--- config.mk ---
export PLATFORM = sky130hd
export DESIGN_NAME = apb_uart_master
export DESIGN_NICKNAME = d
export VERILOG_FILES = /design/src/rtl/apb_uart_pkg.sv /design/src/rtl/apb_uart_master.sv
export SDC_FILE = /design/constraint.sdc
export NUM_CORES = 1
export LEC_CHECK = 0
export BUFFER_PORTS_ARGS = -buffer_cell sky130_fd_sc_hd__buf_2
export CAP_MARGIN = 25
export CORE_MARGIN = 4
export CORE_UTILIZATION = 44
export DETAILED_ROUTE_END_ITERATION = 8
export GPL_ROUTABILITY_DRIVEN = 0
export MAX_ROUTING_LAYER = met4
export PLACE_DENSITY = 0.76
export RECOVER_POWER = 25
export SLEW_MARGIN = 10
export SYNTH_ARGS = -nofsm -noshare
export SYNTH_HDL_FRONTEND = slang
export SYNTH_SLANG_ARGS = --single-unit
--- constraint.sdc ---
create_clock -name PCLK -period 1.5 [get_ports PCLK]
set_input_delay 0.375 -clock PCLK [delete_from_list [all_inputs] [get_ports PCLK]]
set_output_delay 0.375 -clock PCLK [all_outputs]
set_load 0.02 [all_outputs]
--- src/rtl/apb_uart_pkg.sv ---
// apb_uart_pkg: shared FSM state type and UART register map for the APB UART master
package apb_uart_pkg;
  typedef enum logic [1:0] {IDLE, SETUP, ACCESS, RESP} state_t;
  localparam logic [11:0] UART_DATA  = 12'h400;
  localparam logic [11:0] UART_STATE = 12'h404;
  localparam logic [11:0] UART_CTRL  = 12'h408;
  localparam logic [11:0] UART_BAUD  = 12'h410;
endpackage

--- src/rtl/apb_uart_master.sv ---
// apb_uart_master: single-command APB master with ACCESS-phase timeout and held response
module apb_uart_master
  import apb_uart_pkg::*;
#(
  parameter int TIMEOUT_CYCLES = 255,
  parameter int ADDR_W = 12
) (
  input  logic              PCLK,
  input  logic              PRESET,
  input  logic              cmd_valid,
  output logic              cmd_ready,
  input  logic              cmd_write,
  input  logic [ADDR_W-1:0] cmd_addr,
  input  logic [7:0]        cmd_wdata,
  output logic              rsp_valid,
  input  logic              rsp_ready,
  output logic [31:0]       rsp_rdata,
  output logic              rsp_error,
  output logic              busy,
  output logic              PSEL,
  output logic              PENABLE,
  output logic              PWRITE,
  output logic [ADDR_W-1:0] PADDR,
  output logic [7:0]        PWDATA,
  input  logic              PREADY,
  input  logic [31:0]       PRDATA
);
  localparam int CW = (TIMEOUT_CYCLES > 255) ? $clog2(TIMEOUT_CYCLES + 1) : 8;
  state_t state, state_nxt;
  logic [CW-1:0] cnt, cnt_inc;
  logic [ADDR_W-1:0] addr_q;
  logic [7:0] wdata_q;
  logic wr_q, done, tmo;
  always_comb begin
    cnt_inc = cnt + 1'b1;
    done = state == ACCESS && PREADY;
    tmo = state == ACCESS && !PREADY && TIMEOUT_CYCLES != 0 && cnt_inc == CW'(TIMEOUT_CYCLES);
    state_nxt = state == IDLE   ? (cmd_valid ? SETUP : IDLE) :
                state == SETUP  ? ACCESS :
                state == ACCESS ? (done || tmo ? RESP : ACCESS) :
                                  (rsp_ready ? IDLE : RESP);
  end
  always_ff @(posedge PCLK) begin
    if (PRESET) begin
      state <= IDLE;
      cnt <= '0;
      wr_q <= 1'b0;
      addr_q <= '0;
      wdata_q <= '0;
      rsp_rdata <= '0;
      rsp_error <= 1'b0;
    end else begin
      state <= state_nxt;
      if (state == IDLE && cmd_valid) begin
        wr_q <= cmd_write;
        addr_q <= cmd_addr;
        wdata_q <= cmd_wdata;
      end
      cnt <= state == ACCESS ? (PREADY ? cnt : cnt_inc) : '0;
      if (done) begin
        rsp_rdata <= wr_q ? '0 : PRDATA;
        rsp_error <= 1'b0;
      end else if (tmo) begin
        rsp_rdata <= '0;
        rsp_error <= 1'b1;
      end
    end
  end
  assign cmd_ready = state == IDLE;
  assign busy = state != IDLE;
  assign rsp_valid = state == RESP;
  assign PSEL = state == SETUP || state == ACCESS;
  assign PENABLE = state == ACCESS;
  assign PWRITE = PSEL && wr_q;
  assign PADDR = PSEL ? addr_q : '0;
  assign PWDATA = PSEL ? wdata_q : '0;
endmodule

; ---- Yosys cells after proc, flatten, opt, wreduce, memory -nomap -nowiden
; Index checks and enable logic that the tools add are counted.
[word_totals]
regBits = 64
elab_cells = 37
[classes]
n_reduce_logical = 13
n_mux = 11
add_sub_neg = 1
eq_ne = 4
bitwise_logic = 1
[op_table]
columns = operator, count
row1 = 2-to-1 mux 32 bit, 3
row2 = 2-to-1 mux 12 bit, 1
row3 = adder 8 x 1 -> 8 bit (second input constant), 1
row4 = == test 8 bit (second input constant), 1
row5 = 2-to-1 mux 2 bit, 4
row6 = 2-to-1 mux 8 bit, 1
row7 = logical AND 1 bit, 5
row8 = == test 2 bit (second input constant), 2
row9 = nonzero test 2 bit, 2
row10 = OR reduction 2 bit, 2
row11 = == test 2 x 1 -> 1 bit (second input constant), 1
row12 = zero test 2 bit, 1
row13 = logical OR 1 bit, 2
row14 = 2-to-1 mux 1 bit, 2
row15 = zero test 1 bit, 1
row16 = NOT 1 bit, 1

; ---- Depth between registers and ports, before layout
; Gate-level depths: netlist of run 1.
[depth]
word_depth = 8
ltp_mapped = 9
depth_no_buf = 6

; ---- Least setup slack after synthesis of run 1
; OpenSTA, ideal clock, no wires.
[synth_path]
kind = flip-flop to flip-flop
from = reg state[0]
to = reg rsp_rdata[10]
setup_slack_ps = -354
synth_period_minus_slack_ps = 1854
t_arrival_ps = 1753
path_stages_with_launch = 10
required_ps = 1399
path_buffers = 3
cell_sequence = dfxtp_1 inv_1 ha_1 buf_2 nand2b_1 buf_2 nor3b_2 clkbuf_1 a21oi_1 o41ai_1
[synth_between]
elab_chain_cells = 4
[synth_lines]
columns = element, line
row1 = start: declaration, apb_uart_master.sv:29  ; state_t state, state_nxt;
row2 = start signal: assignment, apb_uart_master.sv:53  ; state <= state_nxt;
row3 = == test 2 bit *, -
row4 = named net PENABLE, apb_uart_master.sv:21  ; output logic PENABLE,
row5 = logical AND 1 bit (2 in series), apb_uart_master.sv:37  ; tmo = state == ACCESS && !PREADY && TIMEOUT_CYCLES != 0 && cnt_inc == CW'(TIMEOUT_CYCLES);
row6 = nonzero test 2 bit (no line), -
row7 = end signal: assignment, apb_uart_master.sv:61  ; rsp_rdata <= wr_q ? '0 : PRDATA;
row8 = end: declaration, apb_uart_master.sv:17  ; output logic [31:0] rsp_rdata,
; Mark *: on every way through the listed nets, which the timed path passes. The rest lies on a longest branch.
; A chain may end at the register's enable or synchronous reset.

; ---- Final worst setup path of run 1
[layout_path]
from = reg state[0]
to = out PWDATA[1]
[layout_between]
elab_chain_cells = 3
[layout_lines]
columns = element, line
row1 = == test 2 x 1 -> 1 bit or == test 2 bit (tied branches), apb_uart_master.sv:72  ; assign PSEL = state == SETUP || state == ACCESS;
row2 = logical OR 1 bit *, apb_uart_master.sv:72
row3 = 2-to-1 mux 8 bit *, apb_uart_master.sv:76  ; assign PWDATA = PSEL ? wdata_q : '0;
row4 = end: declaration, apb_uart_master.sv:24  ; output logic [7:0] PWDATA,
; Every way passes the cells marked *; elsewhere a longest branch is shown, timed or not.

==> run summary, run 1 <==
- result of the run: finished with violations
- failing checks: negative setup slack
- fraction of power consumed by the clock network: 33.5%
- simple-gate area share of the yosys netlist: 21.0%
- sum of negative setup slack: -14.35 ns
- number of synthesized flops with an enable pin: 0
- hold violation count in the final report: 0
- largest family of logic cells by synthesized area: simple AND/OR/NAND/NOR gates
- detailed-route wire length per cell: 18.0 um
- max capacitance violation total: 0
- Root Buffer: clkbuf_8
- total wire length: 10700 um
- total of endpoints with negative setup slack in the final report: 56
- vias in the first global route: 3249
- clock skew after layout: 0.0133 ns
- sequential fraction of the synthesis area: 42.0%
- 1st-iter DRT viols: 153
- dominant synthesized flop cell: dfxtp_1
- capturing element type of the critical path: output port
- synthesis-to-finish area growth: 66.6%
- average instance area after synthesis: 8.26 sq um
- achievable frequency: 540 MHz
- critical path buffer and inverter count: 3
- largest net degree at the start of global routing: 89
- antenna violations before repair: 0
- # clock sinks: 64
- I/O Buffers: 116
- worst slack, placed: -0.143 ns
- fin crit share: 123%
- required time of the worst setup path: 1.12 ns
- Post-Synth XOR/XNOR Area: 2.30%
- post-CTS clock slew at the launch and capture registers of the worst setup and hold paths: 0.08 ns
- Antenna Violating Nets Remaining: 0
- RSZ-0062 raised after global routing: true
- fraction of the mapped netlist area in adder cells: 2.46%
- detail-routed via count per cell: 5.55
- classification of the worst setup path: reg -> out
- die extent in y: 91.2 um
- Hold Crit Class: in -> reg
- arrival time at the worst endpoint: 1.48 ns
- total leakage power: 2.17 nW
- count of antenna diodes in the layout: 0
- fraction of layout instances using a drive strength above 1: 52.7%
- peak fanout along the critical path: 5
- CP cell instances: inv_2 > ha_4 > clkbuf_16 > and2_4 > buf_6
- Peak VDD IR: 0.526 mV
- Warnings, synthesis: 0
- Synthesized Nets: 433
- total of flip-flops plus latches after synthesis: 64
- count of unique library cells instantiated by Yosys: 38
- filler cell count in the final layout: 410
- Vias: 3298
- CP max stage cell: dfxtp_2
- slowest stage delay, CP: 0.34 ns
- CTS hold repair buffers: 0
- Rows: 30
- mux contribution to synthesized area: 0%
- sequential share of power: 42.6%
- power spent charging and discharging nets: 1.30 mW
- most common cell after layout, fill and taps aside: buf_2
- Final Max Tran Viols: 0
- synthesized area: 3050 sq um
- insertion delay of the later-clocked pin in the worst-skew pair: 0.35 ns
- PnR worst setup slack: -0.351 ns
- TritonCTS clock tree: built
- die footprint: 8320 sq um
- combinational share of power: 23.9%
- die width: 91.2 um
- Congestion Overflow GR: 0
- core region area: 6760 sq um
- Tightest Pin Transition: 0.531 ns
- number of CTS-inserted buffers: 9
- CP top delay family: flip-flops
- CTS HTree Levels: 3
- commonest non-fill, non-tap cells in the layout: 75 x buf_2, 57 x dfxtp_1, 44 x nand2_1
- nature of the critical path startpoint: register
- DP HPWL: 5400 um
- post-route minimum period: 1.85 ns
- Power Internal: 3.02 mW
- Net Sw Frac: 30.1%
- worst-case clock buffer depth: 2
- hold slack: 0.223 ns
- initial core utilization: 45.1%
- Top Ports: 117
- number of DRC violations after detailed routing: 0
- Final #Nets: 573
- GRT Total Usage: 23.8%
- fraction of registers with async set or reset after synthesis: 0%
- DR pass1 iterations: 4
- worst relative slew slack: 64.6%
- wire length of the first global-routing pass: 15600 um
- power per standard cell area: 850 nW/um^2
- synthesized instance count: 369
- synthesized-area fraction occupied by ao, oa, aoi and oai cells: 21.0%
==> per-stage QoR <==
step / power [mW] / instances / instance area [sq um] / util [%]
finish: 4.32 / 594 / 5080 / 75.1
global route: 4.48 / 594 / 5080 / 75.1
CTS: 4.14 / 592 / 4750 / 70.2
detailed placement: 2.60 / 557 / 3940 / 58.3
global placement: 2.58 / 557 / 3940 / 58.3
floorplan: 2.32 / 369 / 3260 / -
==> path summary, 6_finish.rpt <==
kind | start | to | slack [ns] | cells past startpoint
worst max register to register | state[0]$_SDFF_PP0_ | rsp_rdata[25]$_SDFFE_PP0P_ | -0.25 | 11
worst min-delay path | PRDATA[7] | rsp_rdata[7]$_SDFFE_PP0P_ | 0.22 | 3
worst max-delay path | state[0]$_SDFF_PP0_ | PWDATA[1] | -0.35 | 5
worst min register to register | addr_q[4]$_SDFFE_PP0P_ | addr_q[4]$_SDFFE_PP0P_ | 0.45 | 2
==> cells by family (layout without fill, tap and decap cells) <==
family,Yosys count,count (layout)
AO/OA/AOI/OAI,95,95
XOR/XNOR,8,8
adder cells (fa/ha/maj),6,6
buffers and inverters,69,214
flip-flops,64,64
AND/OR/NAND/NOR,127,127
==> power groups by stage <==
stage	registers (mW)	clock network, mW	logic, mW
finish	1.84	1.45	1.03
CTS	1.84	1.43	0.875
detailed placement	1.87	0	0.723
global placement	1.87	0	0.707
floorplan	1.92	0	0.400
global route	1.85	1.53	1.10
==> final cells by class <==
type / instances / area [sq um] / area share, %
multi-input combinational: 236 / 2090 / 41.1
clock buffer: 12 / 135 / 2.66
sequential: 64 / 1300 / 25.6
tap: 80 / 100 / 1.97
inverter: 38 / 143 / 2.81
timing repair buffer: 160 / 1270 / 25.0
clock inverter: 4 / 45.0 / 0.887
==> tightest hold or removal path: stages <==
cell     delay [ns]
buf_2          0.09
a21oi_2        0.05
o41ai_2        0.04
==> flip-flops by register name (all words and copies together) (netlist names) <==
signal,cells
addr_q,12
cnt,8
rsp_error,1
rsp_rdata,32
state,2
wdata_q,8
wr_q,1
==> cells in the mapped netlist (2+ instances only) <==
cell type	count	area, sq um
dfxtp_1	64	1280
a21oi_1	56	280
nand2_1	45	169
inv_1	38	143
nor3_1	35	175
o41ai_1	30	263
and2_1	21	131
clkbuf_1	13	48.8
nor2_1	10	37.5
ha_1	6	75.1
buf_2	5	25.0
xor2_1	5	43.8
dlygate4sd1_1	4	35.0
buf_1	3	11.3
buf_6	3	33.8
buf_8	3	45.0
nand4_1	3	18.8
xnor2_1	3	26.3
nand3_1	2	10.0
o41ai_2	2	32.5
==> timing repair <==
action / CTS / global route
endpoints found under the setup margin: 60 / 59
endpoints found under the hold margin: 0 / 0
buffers inserted: 14 / 6
gates resized for setup: 98 / 68
gates cloned: 6 / 3
pin swaps: 10 / 25
==> layer usage <==
metal | track usage (%) | routed length (um) | up-vias
li1 | - | - | 1552
met1 | 27.2 | 4200 | 1601
met2 | 41.3 | 5630 | 113
met3 | 5.30 | 517 | 32
met4 | 7.54 | 374 | 0
met5 | - | 0 | -
Note: power is estimated with default switching activity, not from simulation.
==> inputs of run 2 (changes only) <==
Settings changed: CORE_UTILIZATION 44 to 25, PLACE_DENSITY 0.76 to default.
==> run 2 against run 1 <==
  * Wire length is 7.5% lower
  * Largest power group is now the clock network
  * Via count is 4.2% lower
  * The flow still finishes with violations (negative setup slack)
  * Worst hold slack better by 0.023 ns
  * Critical endpoint is now PADDR[10]
==> run summary, run 2 (synthesized netlist as in run 1, its figures left out) <==
- result of the run: finished with violations, unchanged
- failing checks: negative setup slack, unchanged
- register-to-register setup slack: -0.19 ns, was -0.25 ns
- clock skew after layout: 0.00694 ns, was 0.0133 ns
- detail-routed via count per cell: 4.77, was 5.55
- Congestion Overflow GR: 0, unchanged
- fraction of layout instances using a drive strength above 1: 49.9%, was 52.7%
- CTS HTree Levels: 3, unchanged
- initial core utilization: 25.5%, was 45.1%
- DR pass1 iterations: 4, unchanged
- post-CTS clock slew at the launch and capture registers of the worst setup and hold paths: 0.06 ns, was 0.08 ns
- most common cell after layout, fill and taps aside: buf_2, unchanged
- wire length of the first global-routing pass: 15300 um, was 15600 um
- Vias: 3161, was 3298
- largest registers ranked by flip-flop count: rsp_rdata x32, addr_q x12, unchanged
- vias in the first global route: 3165, was 3249
- max capacitance violation total: 0, unchanged
- Antenna Violating Nets Remaining: 0, unchanged
- classification of the worst setup path: reg -> out, unchanged
- worst-case clock buffer depth: 2, unchanged
- 1st-iter DRT viols: 74, was 153
- Final #Nets: 574, was 573
- total wire length: 9910 um, was 10700 um
- I/O Buffers: 116, unchanged
- die extent in y: 118 um, was 91.2 um
- antenna violations before repair: 0, unchanged
- reg2reg path depth: 9, was 11
- PnR worst setup slack: -0.308 ns, was -0.351 ns
- worst setup path start: state[0]$_SDFF_PP0_, unchanged
- hold violation count in the final report: 0, unchanged
- required time of the worst setup path: 1.12 ns, about the same
- Most flops, register: rsp_rdata, unchanged
- reg-to-reg critical path endpoint: rsp_rdata[10]$_SDFFE_PP0P_, was rsp_rdata[25]$_SDFFE_PP0P_
- CTS hold repair buffers: 0, unchanged
- die footprint: 14000 sq um, was 8320 sq um
- sum of negative setup slack: -11.05 ns, was -14.35 ns
- number of logic stages on the critical path including buffering: 5, unchanged
- total leakage power: 2.19 nW, was 2.17 nW
- nature of the critical path startpoint: register, unchanged
- # clock sinks: 64, unchanged
- worst relative slew slack: 62.8%, was 64.6%
- total of endpoints with negative setup slack in the final report: 56, unchanged
- Peak VDD IR: 0.663 mV, was 0.526 mV
- filler cell count in the final layout: 1141, was 410
- slowest stage delay, CP: 0.33 ns, was 0.34 ns
- arrival time at the worst endpoint: 1.43 ns, was 1.48 ns
- power per standard cell area: 1020 nW/um^2, was 850 nW/um^2
- insertion delay of the later-clocked pin in the worst-skew pair: 0.32 ns, was 0.35 ns
- achievable frequency: 553 MHz, was 540 MHz
- Hold Crit Class: in -> reg, unchanged
- max reg flops: 32, unchanged
- TritonCTS clock tree: built, unchanged
- Final Max Tran Viols: 0, unchanged
- Root Buffer: clkbuf_16, was clkbuf_8
- core region area: 12000 sq um, was 6760 sq um
- Top Ports: 117, unchanged
- die width: 118 um, was 91.2 um
- synthesis-to-finish area growth: 67.1%, was 66.6%
- critical path buffer and inverter count: 3, unchanged
- DP HPWL: 6250 um, was 5400 um
- peak fanout along the critical path: 5, unchanged
- number of CTS-inserted buffers: 9, unchanged
- Tightest Pin Transition: 0.558 ns, was 0.531 ns
- CP top delay family: flip-flops, unchanged
- start of the worst register-to-register path: state[0]$_SDFF_PP0_, unchanged
- capturing element type of the critical path: output port, unchanged
- GRT Total Usage: 13.7%, was 23.8%
- post-route minimum period: 1.81 ns, was 1.85 ns
- largest net degree at the start of global routing: 47, was 89
- Rows: 40, was 30
- RSZ-0062 raised after global routing: true, unchanged
- detailed-route wire length per cell: 15.0 um, was 18.0 um
- commonest non-fill, non-tap cells in the layout: 80 x buf_2, 57 x dfxtp_1, 45 x nand2_1, was 75 x buf_2, 57 x dfxtp_1, 44 x nand2_1
- count of antenna diodes in the layout: 0, unchanged
- Worst Setup EP: PADDR[10], was PWDATA[1]
- final design utilization: 42.6%, was 75.1%
- CP cell instances: inv_2 > ha_4 > clkbuf_16 > and2_4 > buf_6, unchanged
- number of DRC violations after detailed routing: 0, unchanged
- fin crit share: 121%, was 123%
- CP max stage cell: dfxtp_2, unchanged
-- run 2: cell count changes in the layout (fill, tap and decap cells not counted), moves of 7 or more --
cell       delta
clkbuf_8      -9
o41ai_2       -8
a21oi_4      -18
o41ai_1       +7
clkbuf_16     +9
a21oi_1       +8
a21oi_2      +10
-- run 2: per-layer routing --
metal | global-route usage [%] | part of all wire, % | vias up | wire length [um]
met4 | 6.44 | 2.3 | 0 | 231
li1 | - | - | 1551 | -
met1 | 16.1 | 44 | 1530 | 4380
met3 | 1.48 | 2.1 | 18 | 208
met5 | - | 0 | - | 0
met2 | 23.5 | 51 | 62 | 5090
-- run 2: report_power, final --
| part | switching (mW) | total, mW | internal [mW] |
|---|---|---|---|
| clock network | 0.780 | 2.41 | 1.63 |
| logic | 0.507 | 0.937 | 0.430 |
| registers | 0.0505 | 1.84 | 1.79 |
-- run 2: worst min path at each step --
stage	from	to	slack [ns]	cells after the start
after floorplan	addr_q[0]$_SDFFE_PP0P_	addr_q[0]$_SDFFE_PP0P_	0.43	2
after global placement	wdata_q[7]$_SDFFE_PP0P_	wdata_q[7]$_SDFFE_PP0P_	0.44	2
after detailed placement	addr_q[6]$_SDFFE_PP0P_	addr_q[6]$_SDFFE_PP0P_	0.44	2
after CTS	PRDATA[17]	rsp_rdata[17]$_SDFFE_PP0P_	0.23	3
after global routing	PRDATA[17]	rsp_rdata[17]$_SDFFE_PP0P_	0.24	3
final	PRDATA[17]	rsp_rdata[17]$_SDFFE_PP0P_	0.25	3
-- run 2: layout make-up --
cell class / instances / area, sq um / area share [%]
clock buffer: 9 / 225 / 4.42
clock inverter: 7 / 119 / 2.33
inverter: 38 / 143 / 2.80
multi-input combinational: 236 / 1840 / 36.2
sequential: 64 / 1300 / 25.5
tap: 147 / 184 / 3.61
timing repair buffer: 161 / 1280 / 25.1
-- run 2: through the flow --
step           setup WS (ns)  hold slack, ns  power [mW]  area [sq um]  cells
4_1_cts               -0.318           0.233        5.17          4910    653
6_report              -0.308           0.245        5.18          5090    662
3_3_place_gp         -0.0878           0.438        2.59          4050    627
3_5_place_dp          -0.108           0.444        2.61          4050    627
5_1_grt               -0.343           0.241        5.40          5090    662
2_1_floorplan        -0.0822           0.432        2.32          3260    369
-- run 2: repair_timing --
item | 4_1_cts | 5_1_grt
resized for setup | 94 | 26
endpoints found under the hold margin | 0 | 0
endpoints found under the setup margin | 59 | 57
buffers inserted | 6 | 8
pin swaps | 8 | 14
gates cloned | 4 | 4
-- run 2: tightest hold or removal path, stage by stage --
cell and delay [ns]:
buf_2 0.08, a21oi_2 0.04, o41ai_2 0.04
